**src/rtl/key_note_pkg.sv**
```systemverilog
// Shared types, constants and the note priority encoder for the key/note front end.
package key_note_pkg;

  localparam int unsigned NOTE_W       = 4;
  localparam int unsigned KEYS_PER_OCT = 7;
  localparam logic [NOTE_W-1:0] NOTE_NONE = 4'h0;

  typedef enum logic {
    ST_IDLE,
    ST_SOUNDING
  } note_state_t;

  // Lowest-numbered key that is down wins; code is 1 + its index, NOTE_NONE if none.
  function automatic logic [NOTE_W-1:0] prio_enc(input logic [KEYS_PER_OCT-1:0] keys);
    logic [NOTE_W-1:0] code;
    logic              found;
    code  = NOTE_NONE;
    found = 1'b0;
    for (int unsigned i = 0; i < KEYS_PER_OCT; i++) begin
      if (keys[i] && !found) begin
        code  = NOTE_W'(i + 1);
        found = 1'b1;
      end
    end
    return code;
  endfunction

endpackage

```
**src/rtl/key_note_encoder_if.sv**
```systemverilog
// Key inputs and note outputs of the piano front end, bundled for the datapath.
interface key_note_if;
  import key_note_pkg::*;

  logic [KEYS_PER_OCT-1:0] key_med;
  logic [KEYS_PER_OCT-1:0] key_low;
  logic [NOTE_W-1:0]       med;
  logic [NOTE_W-1:0]       low;
  logic                    note_on;
  logic                    note_off;

  // Key source side (buttons / stimulus).
  modport master (
    output key_med, key_low,
    input  med, low, note_on, note_off
  );

  // Encoder side.
  modport slave (
    input  key_med, key_low,
    output med, low, note_on, note_off
  );

endinterface

```
**src/rtl/key_debounce.sv**
```systemverilog
// One key: polarity normalisation, 2-flop synchroniser and tick-sampled debounce.
module key_debounce #(
  parameter int unsigned DB_SAMPLES  = 4,
  parameter bit          KEY_ACT_LOW = 1'b1
) (
  input  logic clk,
  input  logic rst_n,
  input  logic tick,
  input  logic key_raw,
  output logic key_db
);

  logic                  key_norm;
  logic                  sync1;
  logic                  sync2;
  logic [DB_SAMPLES-1:0] hist;
  logic [DB_SAMPLES-1:0] hist_nxt;

  assign key_norm = KEY_ACT_LOW ? ~key_raw : key_raw;

  // Bring the asynchronous button into the clock domain.
  always_ff @(posedge clk or negedge rst_n) begin
    if (!rst_n) begin
      sync1 <= 1'b0;
      sync2 <= 1'b0;
    end else begin
      sync1 <= key_norm;
      sync2 <= sync1;
    end
  end

  // History after this tick's sample is shifted in.
  always_comb begin
    hist_nxt = {hist[DB_SAMPLES-2:0], sync2};
  end

  // On each tick record a sample; change state only on a unanimous history.
  always_ff @(posedge clk or negedge rst_n) begin
    if (!rst_n) begin
      hist   <= '0;
      key_db <= 1'b0;
    end else if (tick) begin
      hist <= hist_nxt;
      if (&hist_nxt) begin
        key_db <= 1'b1;
      end else if (~|hist_nxt) begin
        key_db <= 1'b0;
      end
    end
  end

endmodule

```
**src/rtl/key_note_encoder.sv**
```systemverilog
// Piano front end: debounces 14 keys, priority-encodes mid/low note codes and
// emits note_on/note_off strobes aligned with the registered code.
module key_note_encoder
  import key_note_pkg::*;
#(
  parameter int unsigned TICK_DIV    = 50000,
  parameter int unsigned DB_SAMPLES  = 4,
  parameter bit          KEY_ACT_LOW = 1'b1
) (
  input  logic       clk,
  input  logic       rst_n,
  key_note_if.slave  bus
);

  localparam int unsigned NKEYS = 2 * KEYS_PER_OCT;
  localparam int unsigned CNT_W = (TICK_DIV > 1) ? $clog2(TICK_DIV) : 1;

  logic [CNT_W-1:0]     tick_cnt;
  logic                 tick;
  logic [NKEYS-1:0]     raw_keys;
  logic [NKEYS-1:0]     db_keys;
  logic [NOTE_W-1:0]    m_code;
  logic [NOTE_W-1:0]    l_code;
  logic [NOTE_W-1:0]    med_q;
  logic [NOTE_W-1:0]    low_q;
  logic [2*NOTE_W-1:0]  nxt_code;
  logic [2*NOTE_W-1:0]  cur_code;
  logic                 on_q;
  logic                 off_q;
  logic                 on_d;
  logic                 off_d;
  note_state_t          state;
  note_state_t          state_nxt;

  assign tick = (tick_cnt == CNT_W'(TICK_DIV - 1));

  // Free-running debounce sample divider, 0..TICK_DIV-1.
  always_ff @(posedge clk or negedge rst_n) begin
    if (!rst_n) begin
      tick_cnt <= '0;
    end else if (tick) begin
      tick_cnt <= '0;
    end else begin
      tick_cnt <= tick_cnt + CNT_W'(1);
    end
  end

  assign raw_keys = {bus.key_low, bus.key_med};

  for (genvar g = 0; g < NKEYS; g++) begin : g_key
    key_debounce #(
      .DB_SAMPLES  (DB_SAMPLES),
      .KEY_ACT_LOW (KEY_ACT_LOW)
    ) u_db (
      .clk     (clk),
      .rst_n   (rst_n),
      .tick    (tick),
      .key_raw (raw_keys[g]),
      .key_db  (db_keys[g])
    );
  end

  // Mid octave always beats low octave.
  always_comb begin
    m_code = prio_enc(db_keys[KEYS_PER_OCT-1:0]);
    l_code = NOTE_NONE;
    if (m_code == NOTE_NONE) begin
      l_code = prio_enc(db_keys[NKEYS-1:KEYS_PER_OCT]);
    end
  end

  assign nxt_code = {m_code, l_code};
  assign cur_code = {med_q, low_q};

  // State, note codes and strobes all update together so strobes line up with the new code.
  always_ff @(posedge clk or negedge rst_n) begin
    if (!rst_n) begin
      state <= ST_IDLE;
      med_q <= NOTE_NONE;
      low_q <= NOTE_NONE;
      on_q  <= 1'b0;
      off_q <= 1'b0;
    end else begin
      state <= state_nxt;
      med_q <= m_code;
      low_q <= l_code;
      on_q  <= on_d;
      off_q <= off_d;
    end
  end

  // Sounding whenever the incoming code is non-empty.
  always_comb begin
    state_nxt = state;
    unique case (state)
      ST_IDLE:     if (nxt_code != '0) state_nxt = ST_SOUNDING;
      ST_SOUNDING: if (nxt_code == '0) state_nxt = ST_IDLE;
      default:     state_nxt = ST_IDLE;
    endcase
  end

  // Strobe decode: a changed non-empty code retriggers without an intervening note_off.
  always_comb begin
    on_d  = 1'b0;
    off_d = 1'b0;
    unique case (state)
      ST_IDLE: on_d = (nxt_code != '0);
      ST_SOUNDING: begin
        if (nxt_code == '0) begin
          off_d = 1'b1;
        end else if (nxt_code != cur_code) begin
          on_d = 1'b1;
        end
      end
      default: ;
    endcase
  end

  assign bus.med      = med_q;
  assign bus.low      = low_q;
  assign bus.note_on  = on_q;
  assign bus.note_off = off_q;

endmodule

```
**src/flat_wrapper.sv**
```systemverilog
// flat-port wrapper written by rule: the top's interface ports become plain ports
module key_note_encoder_flat import key_note_pkg::*;
#(
  parameter int unsigned TICK_DIV    = 50000,
  parameter int unsigned DB_SAMPLES  = 4,
  parameter bit          KEY_ACT_LOW = 1'b1
)
  (clk, rst_n, bus_key_med, bus_key_low, bus_med, bus_low, bus_note_on, bus_note_off);
  key_note_if bus_i ();
  input  logic clk;
  input  logic rst_n;
  input wire logic [$bits(bus_i.key_med)-1:0] bus_key_med;
  input wire logic [$bits(bus_i.key_low)-1:0] bus_key_low;
  output wire logic [$bits(bus_i.med)-1:0] bus_med;
  output wire logic [$bits(bus_i.low)-1:0] bus_low;
  output wire logic [$bits(bus_i.note_on)-1:0] bus_note_on;
  output wire logic [$bits(bus_i.note_off)-1:0] bus_note_off;
  assign bus_i.key_med = bus_key_med;
  assign bus_i.key_low = bus_key_low;
  assign bus_med = bus_i.med;
  assign bus_low = bus_i.low;
  assign bus_note_on = bus_i.note_on;
  assign bus_note_off = bus_i.note_off;
  key_note_encoder #(.TICK_DIV(TICK_DIV), .DB_SAMPLES(DB_SAMPLES), .KEY_ACT_LOW(KEY_ACT_LOW)) u_core (.clk(clk), .rst_n(rst_n), .bus(bus_i));
endmodule
```
**config.mk**
```make
export PLATFORM = sky130hd
export DESIGN_NAME = key_note_encoder_flat
export DESIGN_NICKNAME = d
export VERILOG_FILES = /design/src/rtl/key_note_pkg.sv /design/src/rtl/key_note_encoder_if.sv /design/src/rtl/key_debounce.sv /design/src/rtl/key_note_encoder.sv /design/src/flat_wrapper.sv
export SDC_FILE = /design/constraint.sdc
export NUM_CORES = 1
export LEC_CHECK = 0
export BUFFER_PORTS_ARGS = -buffer_cell sky130_fd_sc_hd__buf_2
export CORE_MARGIN = 4
export CORE_UTILIZATION = 25
export DETAILED_ROUTE_END_ITERATION = 7
export SLEW_MARGIN = 30
export SYNTH_ARGS = -nofsm -noshare
export SYNTH_HDL_FRONTEND = slang
export SYNTH_SLANG_ARGS = --single-unit
```
**constraint.sdc**
```tcl
create_clock -name clk -period 1.8 [get_ports clk]
set_input_delay 0.27 -clock clk [delete_from_list [all_inputs] [get_ports clk]]
set_output_delay 0.27 -clock clk [all_outputs]
set_load 0.01 [all_outputs]
```
==> results of run 1 <==
## metrics by stage
step | instances | power, uW
6_report | 693 | 4730
5_1_grt | 693 | 4940
4_1_cts | 685 | 4810
3_5_place_dp | 666 | 2630
3_3_place_gp | 666 | 2630
2_1_floorplan | 407 | 2550
## flip-flops by register name (all words and copies together) (netlist names)
register                  cells
u_core.tick_cnt              16
u_core.g_key.u_db.sync2      14
u_core.g_key.u_db.hist       42
u_core.bus.note_on            1
u_core.bus.low                3
u_core.bus.note_off           1
u_core.bus.med                3
u_core.g_key.u_db.key_db     14
u_core.state                  1
u_core.g_key.u_db.sync1      14
## path summary, 6_finish.rpt
| kind | start | to | slack [ns] | cells past startpoint |
|---|---|---|---|---|
| max in group asynchronous | rst_n | u_core.g_key[4].u_db.key_db | 0.93 | 3 |
| min in group asynchronous | rst_n | u_core.g_key[10].u_db.sync1 | 0.30 | 2 |
| hold reg to reg | u_core.g_key[5].u_db.sync1 | u_core.g_key[5].u_db.sync2 | 0.35 | 0 |
| setup reg to reg | u_core.tick_cnt[12] | u_core.g_key[10].u_db.key_db | -0.03 | 7 |
| hold / removal | bus_key_med[2] | u_core.g_key[2].u_db.sync1 | 0.05 | 2 |
| setup / recovery | u_core.tick_cnt[12] | u_core.g_key[10].u_db.key_db | -0.03 | 7 |
## timing repair
| action | 4_1_cts | 5_1_grt |
|---|---|---|
| resized for setup | 8 | 24 |
| gates cloned | 1 | 1 |
| endpoints found under the setup margin | 28 | 34 |
| hold buffers | 1 | 0 |
| pin swaps | 0 | 3 |
| setup buffers | 1 | 7 |
| endpoints found under the hold margin | 43 | 0 |
## cells by family (layout without fill, tap and decap cells)
| kind of cell | Yosys count | count (layout) | share of synthesized area |
|---|---|---|---|
| and+or+nand+nor | 144 | 144 | 0.160 |
| DFF | 109 | 109 | 0.624 |
| AOI/OAI and AO/OA | 87 | 87 | 0.133 |
| buffers and inverters | 51 | 112 | 0.0529 |
| xor gates and xnor gates | 13 | 13 | 0.0260 |
| adders and majority gates | 1 | 1 | 0.00286 |
| other | 1 | 2 | 0.000858 |
## power breakdown
part | total (uW) | switching, uW | internal, uW | leakage (uW)
Clock | 2150 | 910 | 1240 | 0.000158
Sequential | 2500 | 21.0 | 2480 | 0.00144
Combinational | 82.1 | 56.6 | 25.5 | 0.000925
## area by class of cell
class                           count  area (um^2)  share of cell area
Tap cell                          225          282              0.0515
Multi-Input combinational cell    247         1470               0.270
Inverter                           35          131              0.0241
Clock buffer                        9          225              0.0412
Clock inverter                      7          105              0.0192
Timing Repair Buffer               61          515              0.0944
Sequential cell                   109         2730               0.500
## per-layer routing
metal,track usage,up-vias,part of all wire,wire length [um]
met5,0,-,0,0
met2,0.146,43,0.49,4130
met1,0.110,1531,0.45,3820
met4,0.0306,0,0.019,161
li1,-,1514,-,-
met3,0.0318,13,0.041,351
## synthesized netlist by cell type (all sizes together), types with 2 or more instances
cell	instances
dfrtp	109
nand2	78
o21ai	41
inv	35
nor2	17
a41oi	14
o41ai	11
buf	9
nor3	8
xor2	8
clkbuf	7
nand3	6
nand2b	5
nor4	5
or3	5
xnor2	5
a31oi	4
and3	4
nand4	4
and2	3
o22ai	3
a21o	2
a21oi	2
nand4bb	2
o211ai	2
o221ai	2
## worst max-delay path, cell delays in order, from the launching register on
cell and delay (ns):
dfrtp_1 0.38, or3_4 0.39, nor4_4 0.15, buf_4 0.15, and2_4 0.21, clkbuf_16 0.19, a41oi_1 0.12, o22ai_1 0.16
==> results by group, run 1 <==
Synthesis
  • Yosys top cell area share: 0.624
  • Cells after Synth: 406
  • Yosys top cell by area: dfrtp_1
  • Syn avg cell area: 10.8 um^2
  • Synth async-reset ratio: 1.00
  • Yosys reg bits: 109
  • Number of synthesized flops with an enable pin: 0
  • Yosys Warn Count: 0
  • Area contributors post-synth: dfrtp_1, nand2_1, o21ai_0, inv_1, a41oi_1
  • Distinct cells, synth: 46
  • Ys flop type: dfrtp_1
  • Post-synthesis sequential area ratio: 0.624
  • Synthesized area: 4370 um^2

Timing
  • Highest Clock Rate: 546 MHz
  • Final Hold Vio Count: 0
  • RSZ-0062 raised after global routing: yes
  • Period utilization: 1.02
  • Setup_tns: -0.0445 ns
  • Hold slack: 0.0518 ns
  • Max Slew Vio Count: 0
  • Worst Skew: 0.00831 ns
  • PnR worst setup slack: -0.0301 ns
  • Minimum clock period: 1.83 ns
  • Final setup fails: 3

GRT
  • Largest net degree at the start of global routing: 66
  • First-pass GRT wire length: 14.5 mm
  • Via count of the first global-routing pass: 3097
  • Initial antenna violation count: 0
  • Total track usage: 0.0895
  • Grt total ovfl: 0

Clock network
  • CTS root buf: clkbuf_16
  • Clock Tree Buf Depth: 2
  • Worst skew pair latency: 0.35 ns
  • CTS Sinks: 109
  • Clock transition at path regs: 0.07 ns
  • Num CTS Buffers: 9
  • CTS tree: built
  • Htree depth: 3

Finish
  • Fillcell total: 1681
  • Final Util: 0.317
  • Most frequent cells in the layout: dfrtp_1, nand2_1, inv_1, buf_4
  • Final Cell Area: 5460 um^2
  • Layout cells sized above 1: 0.201
  • Synthesis-to-finish area growth: 24.9%
  • Commonest non-fill, non-tap cell in the layout: dfrtp_1
  • Nets@finish: 480
  • Antenna cell count: 0

Hold path
  • Hold Crit Class: primary input to register

Outcome
  • Failing checks: setup timing
  • Status: complete, but fails checks

Worst setup path
  • Worst Setup End Kind: register
  • CP arrival: 2.10 ns
  • Required @ worst endpoint: 2.07 ns
  • Startpoint types: register
  • CP max FO: 9
  • Crit Path Category: register to register

Die
  • Die Ht: 140 um
  • Core box area: 17200 um^2
  • Die area: 19700 um^2
  • Die W: 140 um
  • Initial Util: 0.254
  • Ports: 26
  • # rows: 48

Pwr
  • Leakage: 0.00252 uW
  • PD cells: 866 nW/um^2
  • Max rail drop VDD: 402 uV

Placement
  • Gpl congestion: 0.766
  • # port buffers: 23
  • Pre-CTS setup slack: -0.0817 ns
  • Dpl cell area: 4930 um^2
  • Post-DP HPWL: 5.62 mm

Detailed routing
  • Vias: 3101
  • Routed Antenna Nets: 0
  • Detailed Route Iter0 Violations: 223
  • Vias per cell: 4.47
  • First drt pass iteration count: 4
  • Routed WL per cell: 12.2 um
  • DRC violations left: 0
  • WL final: 8.46 mm

Flow run
  • Max-cap violation count: 0
(Power assumes the default switching activity.)
==> inputs of run 2 (changes only) <==
Settings changed: PLACE_DENSITY set to 0.37.
==> run 2 against run 1 <==
Net effect:
- the flow now finishes without violations
- clock power increased by 3%
- via count decreased by 0.19%
- wire length increased by 16%
- non-clock buffer count increased by 11
- critical path depth decreased by 1
- hold slack got worse by 0.0026 ns
- die area unchanged
- largest cell class unchanged
- highest routed layer unchanged
==> results by group, run 2 (synthesis gave the netlist of run 1 again) <==
Timing
  • Max Slew Vio Count: 0 (unchanged)
  • Worst Skew: 0.00674 ns (-0.00157 ns)
  • PnR worst setup slack: 0.0231 ns (+0.0531 ns)
  • Final Hold Vio Count: 0 (unchanged)
  • Minimum clock period: 1.78 ns (-0.0531 ns)
  • Setup_tns: 0 ns (+0.0445 ns)
  • Period utilization: 0.987 (-0.0295)
  • RSZ-0062 raised after global routing: yes
  • Highest Clock Rate: 563 MHz (+3.0%)
  • Final setup fails: 0 (-3)

Finish
  • Nets@finish: 491 (+2.3%)
  • Regs by FF count: u_core.g_key.u_db.hist x42, u_core.tick_cnt x16
  • Most frequent cells in the layout: dfrtp_1, nand2_1, buf_4, inv_1, o21ai_0
  • Antenna cell count: 0 (unchanged)
  • Layout cells sized above 1: 0.270 (+0.0690)
  • Synthesis-to-finish area growth: 31.3%
  • Fillcell total: 1700 (+1.1%)
  • Largest register FFs: 42 (unchanged)
  • Commonest non-fill, non-tap cell in the layout: dfrtp_1
  • Reg with most FFs: u_core.g_key.u_db.hist
  • Post-Layout Cell Count: 703 (+1.4%)

GRT
  • First-pass GRT wire length: 15.9 mm (+9.2%)
  • Total track usage: 0.0999 (+0.0104)
  • Grt total ovfl: 0 (unchanged)
  • Initial antenna violation count: 0 (unchanged)
  • Via count of the first global-routing pass: 3048 (-1.6%)
  • Largest net degree at the start of global routing: 79 (+20%)

Clock network
  • CTS root buf: clkbuf_16
  • Clock Tree Buf Depth: 2 (unchanged)
  • Clock transition at path regs: 0.07 ns (about the same)
  • CTS Sinks: 109 (unchanged)
  • Htree depth: 3 (unchanged)
  • Worst skew pair latency: 0.35 ns (about the same)
  • CTS tree: built
  • Num CTS Buffers: 9 (unchanged)

Flow run
  • Max-cap violation count: 0 (unchanged)

Detailed routing
  • Detailed Route Iter0 Violations: 258 (+16%)
  • Routed Antenna Nets: 0 (unchanged)
  • Vias per cell: 4.40 (-1.6%)
  • Routed WL per cell: 13.9 um (+14%)
  • DRC violations left: 0 (unchanged)
  • WL final: 9.80 mm (+16%)
  • First drt pass iteration count: 4 (unchanged)
  • Vias: 3095 (-0.19%)

Placement
  • Pre-CTS setup slack: -0.0695 ns (+0.0122 ns)
  • Cell count after placement: 677 (+1.7%)
  • Gpl congestion: 0.758 (-0.95%)
  • Post-DP HPWL: 6.02 mm (+7.0%)
  • # port buffers: 23 (unchanged)

Worst setup path
  • Required @ worst endpoint: 2.07 ns (about the same)
  • Startpoint types: register
  • CP arrival: 2.05 ns (-0.05 ns)
  • R2r startpoint: u_core.tick_cnt[12]
  • CP Launch Point: u_core.tick_cnt[12]
  • Worst Setup End Kind: register
  • Register-to-Register Path Depth: 6 (-1)
  • Crit Path Category: register to register
  • Reg2Reg Setup Slack: 0.02 ns (+0.05 ns)
  • Worst reg2reg path endpoint: u_core.g_key[5].u_db.key_db
  • Crit path to: u_core.g_key[5].u_db.key_db
  • CP max FO: 6 (-3)

Pwr
  • PD cells: 836 nW/um^2 (-3.5%)
  • Leakage: 0.00261 uW (+3.3%)
  • Pwr Total: 4800 uW (+1.4%)
  • Max rail drop VDD: 507 uV (+26%)

Die
  • Ports: 26 (unchanged)
  • Die Ht: 140 um (unchanged)
  • Initial Util: 0.254 (unchanged)
  • Die W: 140 um (unchanged)
  • Core box area: 17200 um^2 (unchanged)
  • Die area: 19700 um^2 (unchanged)
  • # rows: 48 (unchanged)

Hold path
  • Hold Crit Class: primary input to register

Outcome
  • Status: finished clean
run 2: final cells by class:
| cell class | instances | area [um^2] | area share |
|---|---|---|---|
| Inverter | 35 | 131 | 0.0229 |
| Tap cell | 225 | 282 | 0.0491 |
| Timing Repair Buffer | 72 | 631 | 0.110 |
| Multi-Input combinational cell | 247 | 1630 | 0.284 |
| Clock buffer | 12 | 267 | 0.0464 |
| Clock inverter | 3 | 67.6 | 0.0118 |
| Sequential cell | 109 | 2730 | 0.476 |
run 2: worst min-delay path by stage:
| stage | to | depth (start not counted) | start |
|---|---|---|---|
| floorplan | u_core.bus.low[0] | 0 | rst_n |
| global placement | u_core.g_key[4].u_db.sync2 | 0 | u_core.g_key[4].u_db.sync1 |
| detailed placement | u_core.g_key[13].u_db.sync2 | 0 | u_core.g_key[13].u_db.sync1 |
| CTS | u_core.g_key[0].u_db.sync1 | 2 | bus_key_med[0] |
| global route | u_core.g_key[8].u_db.sync1 | 2 | bus_key_low[1] |
| finish | u_core.g_key[0].u_db.sync1 | 2 | bus_key_med[0] |
run 2: repair_timing:
| item | CTS | global route |
|---|---|---|
| gates resized for setup | 9 | 44 |
| setup buffers | 0 | 6 |
| setup endpoints to repair | 13 | 35 |
| hold buffers | 1 | 0 |
| hold endpoints to repair | 109 | 0 |
| cloned | 0 | 4 |
| pin swaps | 1 | 10 |
run 2: critical path, stage by stage (launching register included):
cell and delay [ns]:
dfrtp_1 0.38, or3_4 0.40, nor4_4 0.21, and2_4 0.29, clkbuf_16 0.18, a41oi_2 0.11, o21ai_1 0.14
run 2: stage by stage:
step                instance area (um^2)  hold WS, ns  utilization
detailed placement                  5010        0.335        0.291
CTS                                 5400       0.0315        0.313
floorplan                           4380      -0.0256            -
global placement                    5010        0.332        0.291
global route                        5740       0.0344        0.333
finish                              5740       0.0492        0.333
run 2: power breakdown:
part | switching, uW | internal, uW | leakage [uW]
Combinational | 58.0 | 22.7 | 0.00100
Sequential | 24.2 | 2480 | 0.00144
Clock | 885 | 1330 | 0.000161
run 2: layer usage:
metal / vias to the layer above / wire length (um) / track usage
met3: 12 / 272 / 0.0219
met1: 1508 / 4990 / 0.147
met4: 0 / 199 / 0.0479
met2: 33 / 4330 / 0.139
met5: - / 0 / 0
li1: 1542 / - / -
